$ cat config.mk
export PLATFORM = sky130hd
export DESIGN_NAME = imem_boot_loader
export DESIGN_NICKNAME = d
export VERILOG_FILES = /design/src/rtl/imem_boot_loader.sv
export SDC_FILE = /design/constraint.sdc
export NUM_CORES = 1
export LEC_CHECK = 0
export BUFFER_PORTS_ARGS = -buffer_cell sky130_fd_sc_hd__buf_2
export CORE_ASPECT_RATIO = 0.8
export CORE_MARGIN = 5
export CORE_UTILIZATION = 35
export CTS_CLUSTER_DIAMETER = 120
export DETAILED_ROUTE_END_ITERATION = 8
export SLEW_MARGIN = 20
export SYNTH_ARGS = -nofsm -noshare
export SYNTH_HDL_FRONTEND = slang
export SYNTH_SLANG_ARGS = --single-unit
$ cat constraint.sdc
create_clock -name clk -period 3.4 [get_ports clk]
set_clock_uncertainty 0.1 [all_clocks]
set_input_delay 0.17 -clock clk [delete_from_list [all_inputs] [get_ports clk]]
set_output_delay 0.17 -clock clk [all_outputs]
set_load 0.005 [all_outputs]
$ cat src/rtl/imem_boot_loader.sv
// rtl/imem_boot_loader.sv - boot sequencer: streams an image into instruction memory, holds and releases CPU reset
//
// Loads a program image into instruction memory through the CPU initialize port,
// then holds the CPU in reset for RESET_HOLD cycles and lets it run, optionally
// for a fixed cycle budget.
//
// Optional feature: define IMEM_BOOT_CHECKSUM_EN to treat the s_last word as a
// 32-bit modular checksum of the written words instead of an instruction.
//
// Ports:
//   clk, rst        clock and synchronous active-high reset
//   start, abort    begin a load (from IDLE/DONE/ERROR) / return to IDLE
//   s_valid, s_ready, s_data, s_last   image word stream
//   run_limit       CPU cycle budget, 0 = unlimited, sampled on entry to RUN
//   init_en, init_addr, init_data      CPU instruction-memory initialize port
//   cpu_rst         CPU reset
//   busy, done, error, words_loaded    status
module imem_boot_loader #(
  parameter int unsigned DEPTH      = 64,
  parameter logic [31:0] BASE_ADDR  = 32'h0000_0000,
  parameter int unsigned RESET_HOLD = 4
) (
  input  logic        clk,
  input  logic        rst,
  input  logic        start,
  input  logic        abort,
  input  logic        s_valid,
  output logic        s_ready,
  input  logic [31:0] s_data,
  input  logic        s_last,
  input  logic [31:0] run_limit,
  output logic        init_en,
  output logic [31:0] init_addr,
  output logic [31:0] init_data,
  output logic        cpu_rst,
  output logic        busy,
  output logic        done,
  output logic        error,
  output logic [15:0] words_loaded
);

  localparam logic [15:0] DEPTH_W   = 16'(DEPTH);
  localparam logic [31:0] HOLD_LAST = 32'(RESET_HOLD - 1);

  typedef enum logic [2:0] {
    S_IDLE,
    S_LOAD,
    S_HOLD,
    S_RUN,
    S_DONE,
    S_ERROR
  } state_t;

  state_t      state;
  state_t      state_nxt;
  logic [31:0] addr;
  logic [31:0] hold_cnt;
  logic [31:0] cyc_cnt;
  logic [31:0] limit;
  logic        hs;
  logic        wr;
  logic        over;
  logic        restart;
  logic [15:0] wl_inc;

`ifdef IMEM_BOOT_CHECKSUM_EN
  logic [31:0] sum;
  logic        last_ok;

  // The checksum word itself is never written.
  assign wr      = hs & ~abort & ~s_last;
  assign last_ok = (sum == s_data);
`else
  logic        last_ok;

  assign wr      = hs & ~abort;
  assign last_ok = 1'b1;
`endif

  assign hs      = s_valid & s_ready;
  assign wl_inc  = (words_loaded == 16'hFFFF) ? words_loaded : words_loaded + 16'd1;
  assign over    = (wl_inc == DEPTH_W);
  assign restart = start & ~abort &
                   ((state == S_IDLE) | (state == S_DONE) | (state == S_ERROR));

  always_comb begin
    state_nxt = state;
    s_ready   = 1'b0;
    cpu_rst   = 1'b1;
    busy      = 1'b0;
    done      = 1'b0;
    error     = 1'b0;

    case (state)
      S_LOAD:  begin s_ready = 1'b1; busy = 1'b1; end
      S_HOLD:  busy = 1'b1;
      S_RUN:   begin cpu_rst = 1'b0; busy = 1'b1; end
      S_DONE:  done = 1'b1;
      S_ERROR: error = 1'b1;
      default: ;
    endcase

    if (abort) begin
      state_nxt = S_IDLE;
    end else begin
      case (state)
        S_IDLE, S_DONE, S_ERROR: begin
          if (start) state_nxt = S_LOAD;
        end
        S_LOAD: begin
          if (hs) begin
            if (s_last)    state_nxt = last_ok ? S_HOLD : S_ERROR;
            else if (over) state_nxt = S_ERROR;
          end
        end
        S_HOLD: begin
          if (hold_cnt == HOLD_LAST) state_nxt = S_RUN;
        end
        S_RUN: begin
          if ((limit != 32'd0) && (cyc_cnt == limit - 32'd1)) state_nxt = S_DONE;
        end
        default: state_nxt = S_IDLE;
      endcase
    end
  end

  always_ff @(posedge clk) begin
    if (rst) begin
      state        <= S_IDLE;
      init_en      <= 1'b0;
      init_addr    <= 32'd0;
      init_data    <= 32'd0;
      words_loaded <= 16'd0;
      addr         <= BASE_ADDR;
      hold_cnt     <= 32'd0;
      cyc_cnt      <= 32'd0;
      limit        <= 32'd0;
`ifdef IMEM_BOOT_CHECKSUM_EN
      sum          <= 32'd0;
`endif
    end else begin
      state   <= state_nxt;
      init_en <= wr;

      if (wr) begin
        init_addr    <= addr;
        init_data    <= s_data;
        addr         <= addr + 32'd4;
        words_loaded <= wl_inc;
`ifdef IMEM_BOOT_CHECKSUM_EN
        sum          <= sum + s_data;
`endif
      end

      // wr only happens in LOAD, so it never collides with a restart.
      if (restart) begin
        addr         <= BASE_ADDR;
        words_loaded <= 16'd0;
`ifdef IMEM_BOOT_CHECKSUM_EN
        sum          <= 32'd0;
`endif
      end

      // Counting starts on the cycle the final write is presented on init_en.
      hold_cnt <= (state == S_HOLD) ? hold_cnt + 32'd1 : 32'd0;

      if ((state == S_HOLD) && (state_nxt == S_RUN)) begin
        limit   <= run_limit;
        cyc_cnt <= 32'd0;
      end else if (state == S_RUN) begin
        cyc_cnt <= cyc_cnt + 32'd1;
      end
    end
  end

endmodule

# Word level (Yosys, flattened, before mapping)
# Cells that the tools add are included.
# op_classes
addsub	5
n_mux	14
eq_ne	10
reduce_logical	9
bitwise	8
# op_table
operator	count
adder 32 x 1 -> 32 bit, second input constant	2
adder 32 x 3 -> 32 bit, second input constant	1
== test 32 x 2 -> 1 bit, second input constant	1
== test 32 bit	1
nonzero test 32 bit	1
subtractor 32 x 1 -> 32 bit, second input constant	1
two-way mux 3 bit	7
adder 16 x 1 -> 16 bit, second input constant	1
== test 16 bit, second input constant	1
== test 16 x 7 -> 1 bit, second input constant	1
two-way mux 16 bit	1
case mux 3 bit (4 select lines)	1
== test 3 x 2 -> 1 bit, second input constant	3
== test 3 bit, second input constant	2
OR reduction 2 bit	3
OR reduction 3 bit	2
two-way mux 1 bit	5
AND 1 bit	4
== test 3 x 1 -> 1 bit, second input constant	1
logical NOT 3 bit	1
logical AND 1 bit	2
NOT 1 bit	2
bitwise OR 1 bit	2
# word_totals
word_cells	55
out_inout_bits	86
reg_bits	212

# Logic depth before layout (Yosys ltp)
# Gate-level depths: netlist (run 1).
# depth
depth_word	11
ltp_mapped	11

# Worst setup path before layout (run 1)
# Ideal clock, no wire load.
# synth_timing
path_kind	reg2reg
from	reg limit[0]
to	reg state[0]
required_ns	3.175
period_less_slack_ns	2.773
setup_slack_ns	0.627
arrival_ns	2.548
n_path_buf	0
stages_incl_launch_ff	11
cell_sequence	dfxtp_1 > inv_1 > ha_1 > nor3b_2 > nand4_4 > nor4b_4 > xnor2_1 > a2111o_1 > or4_4 > o31ai_1 > o21ai_1
# synth_between
elab_chain_len	6
word_cells_on_any_way	7
# synth_rtl
element	line	source
start: declaration	59	logic [31:0] limit;
start signal: assignment	168	limit <= run_limit;
subtractor 32 x 1 -> 32 bit	120	if ((limit != 32'd0) && (cyc_cnt == limit - 32'd1)) state_nxt = S_DONE;
== test 32 bit	120	
logical AND 1 bit (*)	120	
two-way mux 3 bit (*)	120	
case mux 3 bit (4 select lines) (*)	106	case (state)
two-way mux 3 bit (*)	103	if (abort) begin
end signal: assignment	142	state <= state_nxt;
end: declaration	54	state_t state;
# Every way passes the cells marked *; elsewhere a longest branch is shown, timed or not.
# A chain may end at the register's enable or synchronous reset.

# Worst setup path in the final report (run 1)
# layout_timing
from	reg limit[5]
to	reg state[0]
# The elaborated chain is that of the path after synthesis.

==> run_results.csv, run 1 <==
group,metric,value,unit
outcome,status,"completed",
clocking,clock-root-buffer,"sky130_fd_sc_hd__clkbuf_16",
setup_path,critical_path_cell_by_cell,"nor4_1, nand4b_1, mux2i_1, nor4_1, nand4_1, or4_4, o31ai_1, o21ai_1",
setup_path,cp_data_required_time,3690,ps
place,hpwl,17300,µm
timing,setup_violations,0,
place,place_congestion,0.915,
pwr,power_report.internal_total,4.51,mW
pwr,p_switching,1.16,mW
synth,ys_seq_elements,208,
synth,yosys.cell_types.count,66,
routing,vias,8832,
clocking,ctsHtreeMaxLevel,1,
cells_and_area,area_of_the_multi_input_gates,5230,µm²
pwr,p_sw_share,20.5,%
pwr,power.static_leakage,5.17,nW
cells_and_area,seq_area,4160,µm²
timing,worstMarginPinSlew,1020,ps
clocking,clkSlewWorstSetupHoldPaths,60,ps
job,max-cap-violations,0,
timing,report.final.hold_viol_count,0,
synth,synthFlopType,"sky130_fd_sc_hd__dfxtp_1",
place,pre_cts_slack,275,ps
cells_and_area,finalNetCount,1485,
setup_path,crit_path_end_kind,"flip-flop",
clocking,clockBufferDepth,3,
clocking,post_cts_buffers,0,
routing,via_cell_ratio,4.93,
pwr,power.combinational.fraction,3.8,%
setup_path,worst_path_max_delay_cell,"sky130_fd_sc_hd__nor4_1",
global_route,maximum_number_of_pins_on_one_net_before_global_route_repair,68,
synth,synth.yosys.warnings,0,
synth,syn_area_per_cell,8.18,µm²
clocking,cts.hold.buffers_added,96,
routing,drc,0,
timing,worst_slew_margin_rel,32.3,%
floorplanning,initial_utilization,35.5,%
synth,synth.yosys.seq_area_share,43.1,%
pwr,power_density,448,nW/µm²
routing,routed_wire_per_std_cell,14.3,µm
cells_and_area,area_delta_synth_final,31.0,%
cells_and_area,final_layout_fill_cell_count,2615,
setup_path,crit_path_max_fanout,6,
floorplanning,design.die.area,31000,µm²
clocking,insertion_delay,520,ps
cells_and_area,drive_above_1_share,16.3,%
setup_path,startpoint_type,"flip-flop",
routing,drt_pre_antenna_iters,5,
pwr,p_clk_share,53.0,%
synth,synth_area,9660,µm²
clocking,cts-resized-gates,0,
synth,synth_async_sr_flop_share,0,%
routing,route.antenna.remaining_nets,0,
synth,synth_edf_count,0,
timing,unrepaired_setup_endpoints_after_global_routing,"no",
setup_path,timing.reg2reg.setup_slack,190,ps
clocking,cts.sink_count,208,
floorplanning,die-width,196,µm
timing,final.setup.worst_slack,195,ps
global_route,global_route_wire_length_before_repair,41400,µm
setup_path,critical_path.max_stage_delay,840,ps
floorplanning,design.portCount,156,
floorplanning,std_cell_rows,54,
setup_path,crit_arrival,3500,ps
floorplanning,floorplan.die.height,159,µm
routing,detail_route.wirelength,25500,µm
global_route,number_of_antenna_violations_at_the_first_check_in_global_routing,0,
global_route,grt_pass1_vias,8135,
floorplanning,core-area,27200,µm²
timing,finalSetupTns,0,ps
setup_path,critPathKind,"reg -> reg",
timing,drv_slew,0,
timing,timing.final.crit_period,3210,ps
clocking,clock_buffers_created_by_tritoncts,24,
global_route,grt.total_usage,15.8,%
routing,first_iter_violations,573,
global_route,grt-ovfl-total,0,
place,io_buffers,153,
pwr,ir_worst_vdd,382,µV
timing,timing.fmax,0.312,GHz
synth,syn_inst,1181,
worst_hold_path,worstHoldPathType,"in -> reg",
clocking,cts_tree,"done",
pwr,sequentialPowerShare,43.2,%
setup_path,most_used_cell_along_the_critical_path,"sky130_fd_sc_hd__nor4_1",
timing,period_share,94.3,%
## cell usage in the layout (no fill, tap or decap), types with 7 or more instances in the layout
cell,instances
sky130_fd_sc_hd__inv_1,11
sky130_fd_sc_hd__xor2_1,74
sky130_fd_sc_hd__xnor2_1,55
sky130_fd_sc_hd__a21oi_1,90
sky130_fd_sc_hd__nand3_1,45
sky130_fd_sc_hd__nand4_1,30
sky130_fd_sc_hd__dfxtp_1,208
sky130_fd_sc_hd__nor2_1,178
sky130_fd_sc_hd__nor4_1,12
sky130_fd_sc_hd__nand2b_1,9
sky130_fd_sc_hd__a211oi_1,7
sky130_fd_sc_hd__and4_1,11
sky130_fd_sc_hd__bufinv_16,8
sky130_fd_sc_hd__clkbuf_16,24
sky130_fd_sc_hd__or3_1,18
sky130_fd_sc_hd__o21ai_0,23
sky130_fd_sc_hd__dlygate4sd3_1,96
sky130_fd_sc_hd__and3_1,17
sky130_fd_sc_hd__nor3_1,23
sky130_fd_sc_hd__mux2i_1,37
sky130_fd_sc_hd__buf_2,152
sky130_fd_sc_hd__buf_4,13
sky130_fd_sc_hd__nand2_1,186
## power groups by stage
stage                     clock network, mW  registers [mW]  logic, mW
after CTS                              3.10            2.45      0.214
final                                  3.01            2.45      0.215
after global routing                   3.20            2.45      0.234
after floorplan                           0            2.50     0.0811
after detailed placement                  0            2.50      0.154
after global placement                    0            2.50      0.155
## critical path, delay by kind of cell, from the launching register on
family / cells / cell delay [ps]
mux: 1 / 180
simple gates: 5 / 2070
flops: 1 / 380
compound gates: 2 / 350
## sequential cells by signal, summed over array words and instances, names as in the netlist
signal and cells:
addr 30, limit 32, words_loaded 16, state 3, init_en 1, cyc_cnt 32
hold_cnt 32, init_addr 30, init_data 32
## logic make-up after synthesis
family | share of synthesized area, %
DFF | 43.1
AOI/OAI and AO/OA | 8.76
muxes | 3.95
buffers and inverters | 2.86
other | 0.0388
adders and majority gates | 0.777
and+or+nand+nor | 28.8
xor gates and xnor gates | 11.7
## layout make-up
| class | instances | area share (%) |
|---|---|---|
| diodes | 1 | 0.0198 |
| clock buffers | 29 | 5.05 |
| clock inverters | 15 | 2.36 |
| inverters | 11 | 0.326 |
| multi-input cells | 903 | 41.4 |
| flip-flops and latches | 208 | 32.9 |
| well taps | 364 | 3.60 |
| repair buffers | 261 | 14.4 |
## final timing paths
check | from | end | depth (start not counted)
worst min register to register | init_addr[4]$_SDFFE_PP0P_ | init_addr[4]$_SDFFE_PP0P_ | 2
worst max-delay path | limit[5]$_SDFFE_PP0P_ | state[0]$_SDFF_PP0_ | 8
worst max register to register | limit[5]$_SDFFE_PP0P_ | state[0]$_SDFF_PP0_ | 8
worst min-delay path | s_valid | state[0]$_SDFF_PP0_ | 6
## stage by stage
step	instances	instance area, µm²	utilization (%)	total power, mW	hold slack (ps)
final	1792	12700	46.5	5.67	120
after global routing	1791	12700	46.5	5.89	152
after CTS	1791	12600	46.5	5.76	94.9
after detailed placement	1651	10800	39.5	2.66	307
after global placement	1651	10800	39.5	2.66	299
after floorplan	1182	9660	-	2.58	206
## per-layer routing
metal  wire (µm)  vias to the layer above  share of wire, %  track usage, %
met2       11000                      231                43            25.0
met5           0                        -                 0               0
met3        1330                       52               5.2            2.62
met4         668                        0               2.6            4.15
li1            -                     4494                 -               -
met1       12500                     4055                49            22.5
## synthesized netlist by cell type (all sizes together) (2+ instances only)
library cell,n,area (µm²)
o21ai,24,120
nor2b,4,25.0
a31o,2,17.5
nor3,27,161
nand4,31,209
and3,17,106
nand2,187,704
or4,7,56.3
nor4,14,109
buf,14,62.6
a21oi,90,450
nand2b,10,62.6
dfxtp,208,4160
nor2,178,668
o22ai,4,25.0
a31oi,5,31.3
nand3,45,225
or2,7,43.8
xnor2,55,482
xor2,74,648
and4,12,106
a211oi,7,52.6
clkbuf,46,173
o31ai,3,22.5
nor4b,3,41.3
and2,6,37.5
ha,6,75.1
inv,11,41.3
mux2i,37,370
or3,19,119
nor3b,5,42.5
nand3b,3,22.5
Power figures use the tool's default switching activity.
==> run 2: changes to the inputs <==
Settings changed: RECOVER_POWER from default to 25.
==> run_results.csv, run 2 (synthesis gave the netlist of run 1 again) <==
group,metric,value,unit
setup_path,worst_path_dominant_cell_family,"simple AND/OR/NAND/NOR gates",
timing,period_share,94.1,%
floorplanning,core-area,27200,µm²
pwr,ir_worst_vdd,381,µV
pwr,p_clk_share,53.0,%
routing,first_iter_violations,553,
pwr,power.static_leakage,4.95,nW
routing,route.antenna.remaining_nets,0,
setup_path,cp_data_required_time,3690,ps
routing,detail_route.wirelength,25600,µm
timing,worst_slew_margin_rel,31.8,%
timing,worstMarginPinSlew,1020,ps
global_route,grt_pass1_vias,8135,
clocking,post_cts_buffers,0,
floorplanning,die-width,196,µm
pwr,p_switching,1.16,mW
clocking,cts.sink_count,208,
cells_and_area,mostFrequentLayoutCells,"208 x sky130_fd_sc_hd__dfxtp_1, 186 x sky130_fd_sc_hd__nand2_1, 178 x sky130_fd_sc_hd__nor2_1",
routing,vias,8836,
floorplanning,design.portCount,156,
cells_and_area,seq_area,4160,µm²
place,place_congestion,0.915,
timing,final.setup.worst_slack,199,ps
setup_path,worst_path_max_delay_cell,"sky130_fd_sc_hd__nor4_1",
setup_path,critPathKind,"reg -> reg",
pwr,power.combinational.fraction,3.8,%
timing,timing.final.crit_period,3200,ps
timing,setup_violations,0,
floorplanning,floorplan.die.height,159,µm
clocking,insertion_delay,520,ps
pwr,sequentialPowerShare,43.2,%
setup_path,crit_path_end_kind,"flip-flop",
place,hpwl,17300,µm
setup_path,r2r_cells,8,
setup_path,startpoint_type,"flip-flop",
cells_and_area,drive_above_1_share,12.8,%
timing,drv_slew,0,
pwr,power_density,451,nW/µm²
worst_hold_path,worstHoldPathType,"in -> reg",
clocking,clkSlewWorstSetupHoldPaths,60,ps
setup_path,cp.buffers_inverters,0,
routing,drc,0,
setup_path,critical_path.max_stage_delay,840,ps
clocking,ctsHtreeMaxLevel,1,
pwr,power_report.internal_total,4.51,mW
global_route,grt-ovfl-total,0,
cells_and_area,area_of_the_multi_input_gates,5230,µm²
global_route,maximum_number_of_pins_on_one_net_before_global_route_repair,68,
timing,timing.fmax,0.312,GHz
setup_path,crit_arrival,3490,ps
clocking,clock-root-buffer,"sky130_fd_sc_hd__clkbuf_16",
global_route,grt.total_usage,15.8,%
timing,report.final.hold_viol_count,0,
timing,unrepaired_setup_endpoints_after_global_routing,"no",
cells_and_area,final_layout_fill_cell_count,2651,
global_route,number_of_antenna_violations_at_the_first_check_in_global_routing,0,
cells_and_area,finalNetCount,1485,
global_route,global_route_wire_length_before_repair,41400,µm
place,pre_cts_slack,275,ps
floorplanning,std_cell_rows,54,
worst_hold_path,hold-path-cell-count,6,
cells_and_area,final_common_cell,"sky130_fd_sc_hd__dfxtp_1",
place,io_buffers,153,
cells_and_area,area_delta_synth_final,30.4,%
setup_path,worst-path-stages,8,
job,max-cap-violations,0,
routing,drt_pre_antenna_iters,6,
setup_path,most_used_cell_along_the_critical_path,"sky130_fd_sc_hd__nor4_1",
clocking,cts_tree,"done",
outcome,status,"completed",
timing,finalSetupTns,0,ps
routing,routed_wire_per_std_cell,14.3,µm
routing,via_cell_ratio,4.93,
clocking,clock_buffers_created_by_tritoncts,24,
setup_path,crit_path_max_fanout,6,
clocking,clockBufferDepth,3,
pwr,p_sw_share,20.5,%
setup_path,critical_path_cell_by_cell,"nor4_1, nand4b_1, mux2i_1, nor4_1, nand4_1, or4_4, o31ai_1, o21ai_1",
floorplanning,design.die.area,31000,µm²
floorplanning,initial_utilization,35.5,%
-- run 2: changes by cell type in the layout (fill, tap and decap cells not counted) --
cell,delta
sky130_fd_sc_hd__buf_2,-50
sky130_fd_sc_hd__clkbuf_1,+50
-- run 2: power by group through the flow --
stage / registers, mW / clock network, mW / logic, mW
2_1_floorplan: 2.50 / 0 / 0.0811
3_5_place_dp: 2.50 / 0 / 0.154
6_report: 2.45 / 3.01 / 0.214
4_1_cts: 2.45 / 3.10 / 0.214
5_1_grt: 2.45 / 3.20 / 0.233
3_3_place_gp: 2.50 / 0 / 0.155
-- run 2: final timing paths --
| check | start | slack (ps) | endpoint |
|---|---|---|---|
| worst min register to register | init_data[0]$_SDFFE_PP0P_ | 350 | init_data[0]$_SDFFE_PP0P_ |
| worst min-delay path | s_valid | 120 | state[0]$_SDFF_PP0_ |
| worst max register to register | limit[5]$_SDFFE_PP0P_ | 200 | state[0]$_SDFF_PP0_ |
| worst max-delay path | limit[5]$_SDFFE_PP0P_ | 200 | state[0]$_SDFF_PP0_ |
-- run 2: cell type report --
type	count	share of cell area, %
diodes	1	0.0199
clock buffers	29	5.08
clock inverters	15	2.38
inverters	11	0.328
multi-input cells	903	41.6
flip-flops and latches	208	33.1
well taps	364	3.62
repair buffers	261	14.0
-- run 2: metrics by stage --
step | cells | instance area, µm² | util (%) | hold slack, ps | power [mW]
final | 1792 | 12600 | 46.2 | 125 | 5.67
after global routing | 1791 | 12600 | 46.2 | 152 | 5.89
after CTS | 1791 | 12600 | 46.5 | 94.9 | 5.76
after detailed placement | 1651 | 10800 | 39.5 | 307 | 2.66
after global placement | 1651 | 10800 | 39.5 | 299 | 2.66
after floorplan | 1182 | 9660 | - | 206 | 2.58
-- run 2: timing repair --
| action | 4_1_cts | 5_1_grt |
|---|---|---|
| hold buffers | 96 | 0 |
| hold endpoints to repair | 66 | 0 |
| gates resized for setup | 0 | 0 |
| setup endpoints to repair | 0 | 0 |
-- run 2: worst register-to-register path: stages (launching register included) --
cell,delay (ps)
sky130_fd_sc_hd__dfxtp_1,380
sky130_fd_sc_hd__nor4_1,840
sky130_fd_sc_hd__nand4b_1,220
sky130_fd_sc_hd__mux2i_1,180
sky130_fd_sc_hd__nor4_1,290
sky130_fd_sc_hd__nand4_1,170
sky130_fd_sc_hd__or4_4,560
sky130_fd_sc_hd__o31ai_1,260
sky130_fd_sc_hd__o21ai_1,90
-- run 2: layer usage --
| layer | routed length [µm] | track usage (%) | part of all wire, % |
|---|---|---|---|
| met4 | 601 | 4.15 | 2.3 |
| met5 | 0 | 0 | 0 |
| met3 | 1360 | 2.62 | 5.3 |
| met2 | 11100 | 25.0 | 43 |
| met1 | 12600 | 22.5 | 49 |
==> run 3: changes to the inputs <==
Settings changed: ABC_AREA from default to 1, REMOVE_ABC_BUFFERS from default to 1, SETUP_SLACK_MARGIN from default to 0.02.
==> run_results.csv, run 3 <==
group,metric,value,unit
outcome,status,"completed",
worst_hold_path,worstHoldPathType,"in -> reg",
setup_path,critPathKind,"reg -> reg",
synth,synth_async_sr_flop_share,0,%
floorplanning,die-width,205,µm
cells_and_area,layoutNonFillerInstCount,2200,
clocking,insertion_delay,550,ps
place,placed_cell_area,11700,µm²
global_route,global_route_wire_length_before_repair,49200,µm
floorplanning,core-area,30100,µm²
setup_path,critical_path.max_stage_delay,550,ps
pwr,power_density,412,nW/µm²
place,dp.cells,2092,
floorplanning,floorplan.die.height,166,µm
floorplanning,design.die.area,33900,µm²
setup_path,crit_arrival,3280,ps
global_route,maximum_number_of_pins_on_one_net_before_global_route_repair,99,
synth,synth_edf_count,0,
setup_path,worstSetupStartpoint,"limit[0]$_SDFFE_PP0P_",
cells_and_area,final_layout_fill_cell_count,3206,
synth,syn_inst,1562,
routing,route.antenna.remaining_nets,0,
routing,vias,10500,
floorplanning,design.portCount,156,
synth,synth.yosys.seq_area_share,39.3,%
place,io_buffers,153,
setup_path,cp_data_required_time,3740,ps
global_route,grt-ovfl-total,0,
synth,synth.yosys.warnings,0,
synth,synthFlopType,"sky130_fd_sc_hd__dfxtp_1",
synth,syn_area_per_cell,6.78,µm²
global_route,number_of_antenna_violations_at_the_first_check_in_global_routing,2,
routing,routed.top_layer,"met4",
place,hpwl,21900,µm
floorplanning,initial_utilization,35.2,%
pwr,power.static_leakage,5.66,nW
clocking,post_cts_buffers,0,
timing,timing.final.crit_period,2940,ps
clocking,cts.sink_count,208,
setup_path,cp.buffers_inverters,2,
timing,period_share,86.4,%
cells_and_area,area_delta_synth_final,23.9,%
timing,drv_slew,0,
timing,worst_slew_margin_rel,42.2,%
routing,via_cell_ratio,4.76,
routing,detail_route.wirelength,30200,µm
setup_path,worst_path_max_delay_cell,"sky130_fd_sc_hd__dlygate4sd3_1",
routing,met1_length,15000,µm
setup_path,crit_path_max_fanout,10,
clocking,clkSlewWorstSetupHoldPaths,60,ps
pwr,total_power,5.41,mW
pwr,ir_worst_vdd,343,µV
global_route,grt.total_usage,17.2,%
cells_and_area,finalNetCount,1849,
worst_hold_path,timing.hold.worst.start,"s_valid",
cells_and_area,final_common_cell,"sky130_fd_sc_hd__nor2_1",
routing,detail_route_met3_wl,1770,µm
setup_path,worst_path_dominant_cell_family,"simple AND/OR/NAND/NOR gates",
clocking,clockBufferDepth,3,
synth,synthTopCellsByArea,"sky130_fd_sc_hd__dfxtp_1 39%, sky130_fd_sc_hd__nor2_1 12%, sky130_fd_sc_hd__nand2_1 11%, sky130_fd_sc_hd__inv_1 5.8%, sky130_fd_sc_hd__o21ai_0 5.0%",
clocking,cts_tree,"done",
routing,first_iter_violations,612,
cells_and_area,drive_above_1_share,11.4,%
job,max-cap-violations,0,
synth,synth_top_area_cell,"sky130_fd_sc_hd__dfxtp_1",
synth,synth.most_common_cell,"sky130_fd_sc_hd__nor2_1",
setup_path,most_used_cell_along_the_critical_path,"sky130_fd_sc_hd__nand2_1",
setup_path,crit-reg2reg-launch,"limit[0]$_SDFFE_PP0P_",
clocking,clock_buffers_created_by_tritoncts,24,
synth,post-synth-top-area-fraction,39.3,%
timing,worstMarginPinSlew,867,ps
timing,unrepaired_setup_endpoints_after_global_routing,"no",
timing,finalSetupTns,0,ps
setup_path,startpoint_type,"flip-flop",
routing,drc,0,
cells_and_area,mostFrequentLayoutCells,"336 x sky130_fd_sc_hd__nor2_1, 308 x sky130_fd_sc_hd__nand2_1, 208 x sky130_fd_sc_hd__dfxtp_1",
setup_path,critical_path_cell_by_cell,"inv_1, ha_1, nand2_4, nor2_8, nand3_1, nand2_1, nand2_1, nand2_1, o21ai_1, nor2_1, nand2_1, nor2_1, nand2_1, nand2_2, nand3_1, nand2_1, nor2_1, dlygate4sd3_1",
synth,yosys.cell_types.count,53,
clocking,clock-root-buffer,"sky130_fd_sc_hd__clkbuf_16",
cells_and_area,finalCoreUtilization,43.6,%
cells_and_area,area_of_the_multi_input_gates,5550,µm²
place,place_congestion,0.948,
synth,ys_top_cells_by_count,"336 x sky130_fd_sc_hd__nor2_1, 308 x sky130_fd_sc_hd__nand2_1, 208 x sky130_fd_sc_hd__dfxtp_1, 165 x sky130_fd_sc_hd__inv_1, 105 x sky130_fd_sc_hd__o21ai_0",
clocking,ctsHtreeMaxLevel,1,
floorplanning,std_cell_rows,57,
synth,ys_seq_elements,208,
routing,drt_pre_antenna_iters,6,
timing,setup_violations,0,
setup_path,crit_path_end_kind,"flip-flop",
routing,routed_wire_per_std_cell,13.7,µm
global_route,grt_pass1_vias,9783,
timing,timing.fmax,0.340,GHz
timing,report.final.hold_viol_count,0,
synth,synth_area,10600,µm²
routing,routed-wl-met2,12700,µm
cells_and_area,finalInstanceArea,13100,µm²
cells_and_area,seq_area,4160,µm²
run 3: cell types whose count changed after synthesis, sizes merged, moves of 12 or more:
cell,before,now
nor2,178,365
inv,11,166
nand2,187,322
o21ai,24,110
mux2i,37,1
xnor2,55,24
xor2,74,44
nand3,45,69
nor3,27,45
or3,19,2
and3,17,1
a21oi,90,75
clkbuf,46,31
and4,12,0
run 3: cell type report:
class / instances / share of cell area, %
clock inverter: 9 / 0.953
sequential: 208 / 31.7
clock buffer: 30 / 5.13
inverter: 167 / 4.78
multi-input combinational: 1140 / 42.3
antenna: 1 / 0.0191
timing repair buffer: 232 / 11.2
tap: 413 / 3.94
run 3: cell families (layout without fill, tap and decap cells):
kind of cell	Yosys count	after routing	synth area share, %
buffers and inverters	215	438	8.43
AOI/OAI and AO/OA	200	200	9.89
muxes	1	1	0.0945
and+or+nand+nor	863	863	35.9
xor gates and xnor gates	68	68	5.62
DFF	208	208	39.3
adders and majority gates	6	6	0.709
other	1	3	0.0354
run 3: path summary, 6_finish.rpt:
check	depth (start not counted)	slack, ps	to
min reg2reg	1	350	hold_cnt[0]$_SDFF_PP0_
max reg2reg	18	460	state[1]$_SDFF_PP0_
max	18	460	state[1]$_SDFF_PP0_
min	5	100	init_addr[2]$_SDFFE_PP0P_
run 3: report_power, final:
part           switching [mW]  internal, mW
combinational           0.181         0.147
sequential             0.0179          2.46
clock                    1.05          1.55
run 3: worst register-to-register path, stage by stage (launching register included):
cell and delay [ps]:
sky130_fd_sc_hd__dfxtp_1 310, sky130_fd_sc_hd__inv_1 140, sky130_fd_sc_hd__ha_1 260, sky130_fd_sc_hd__nand2_4 120, sky130_fd_sc_hd__nor2_8 220, sky130_fd_sc_hd__nand3_1 100, sky130_fd_sc_hd__nand2_1 90, sky130_fd_sc_hd__nand2_1 60
sky130_fd_sc_hd__nand2_1 80, sky130_fd_sc_hd__o21ai_1 70, sky130_fd_sc_hd__nor2_1 110, sky130_fd_sc_hd__nand2_1 80, sky130_fd_sc_hd__nor2_1 200, sky130_fd_sc_hd__nand2_1 100, sky130_fd_sc_hd__nand2_2 100, sky130_fd_sc_hd__nand3_1 70
sky130_fd_sc_hd__nand2_1 60, sky130_fd_sc_hd__nor2_1 40, sky130_fd_sc_hd__dlygate4sd3_1 550
run 3: repair_timing:
item / CTS / global route
gates resized for setup: 0 / 1
hold buffers: 68 / 0
endpoints found under the hold margin: 73 / 0
endpoints found under the setup margin: 0 / 23
run 3: per-layer routing:
layer | GRT usage (%) | up-vias
li1 | - | 5378
met3 | 3.50 | 59
met4 | 4.83 | 0
met1 | 25.2 | 4755
met5 | 0 | -
met2 | 25.5 | 280
run 3: stage by stage:
stage | hold WS (ps) | worst slack [ps]
3_3_place_gp | 293 | 457
4_1_cts | 52.4 | 357
5_1_grt | 72.5 | 82.6
6_report | 95.7 | 461
3_5_place_dp | 299 | 408
2_1_floorplan | 139 | -809
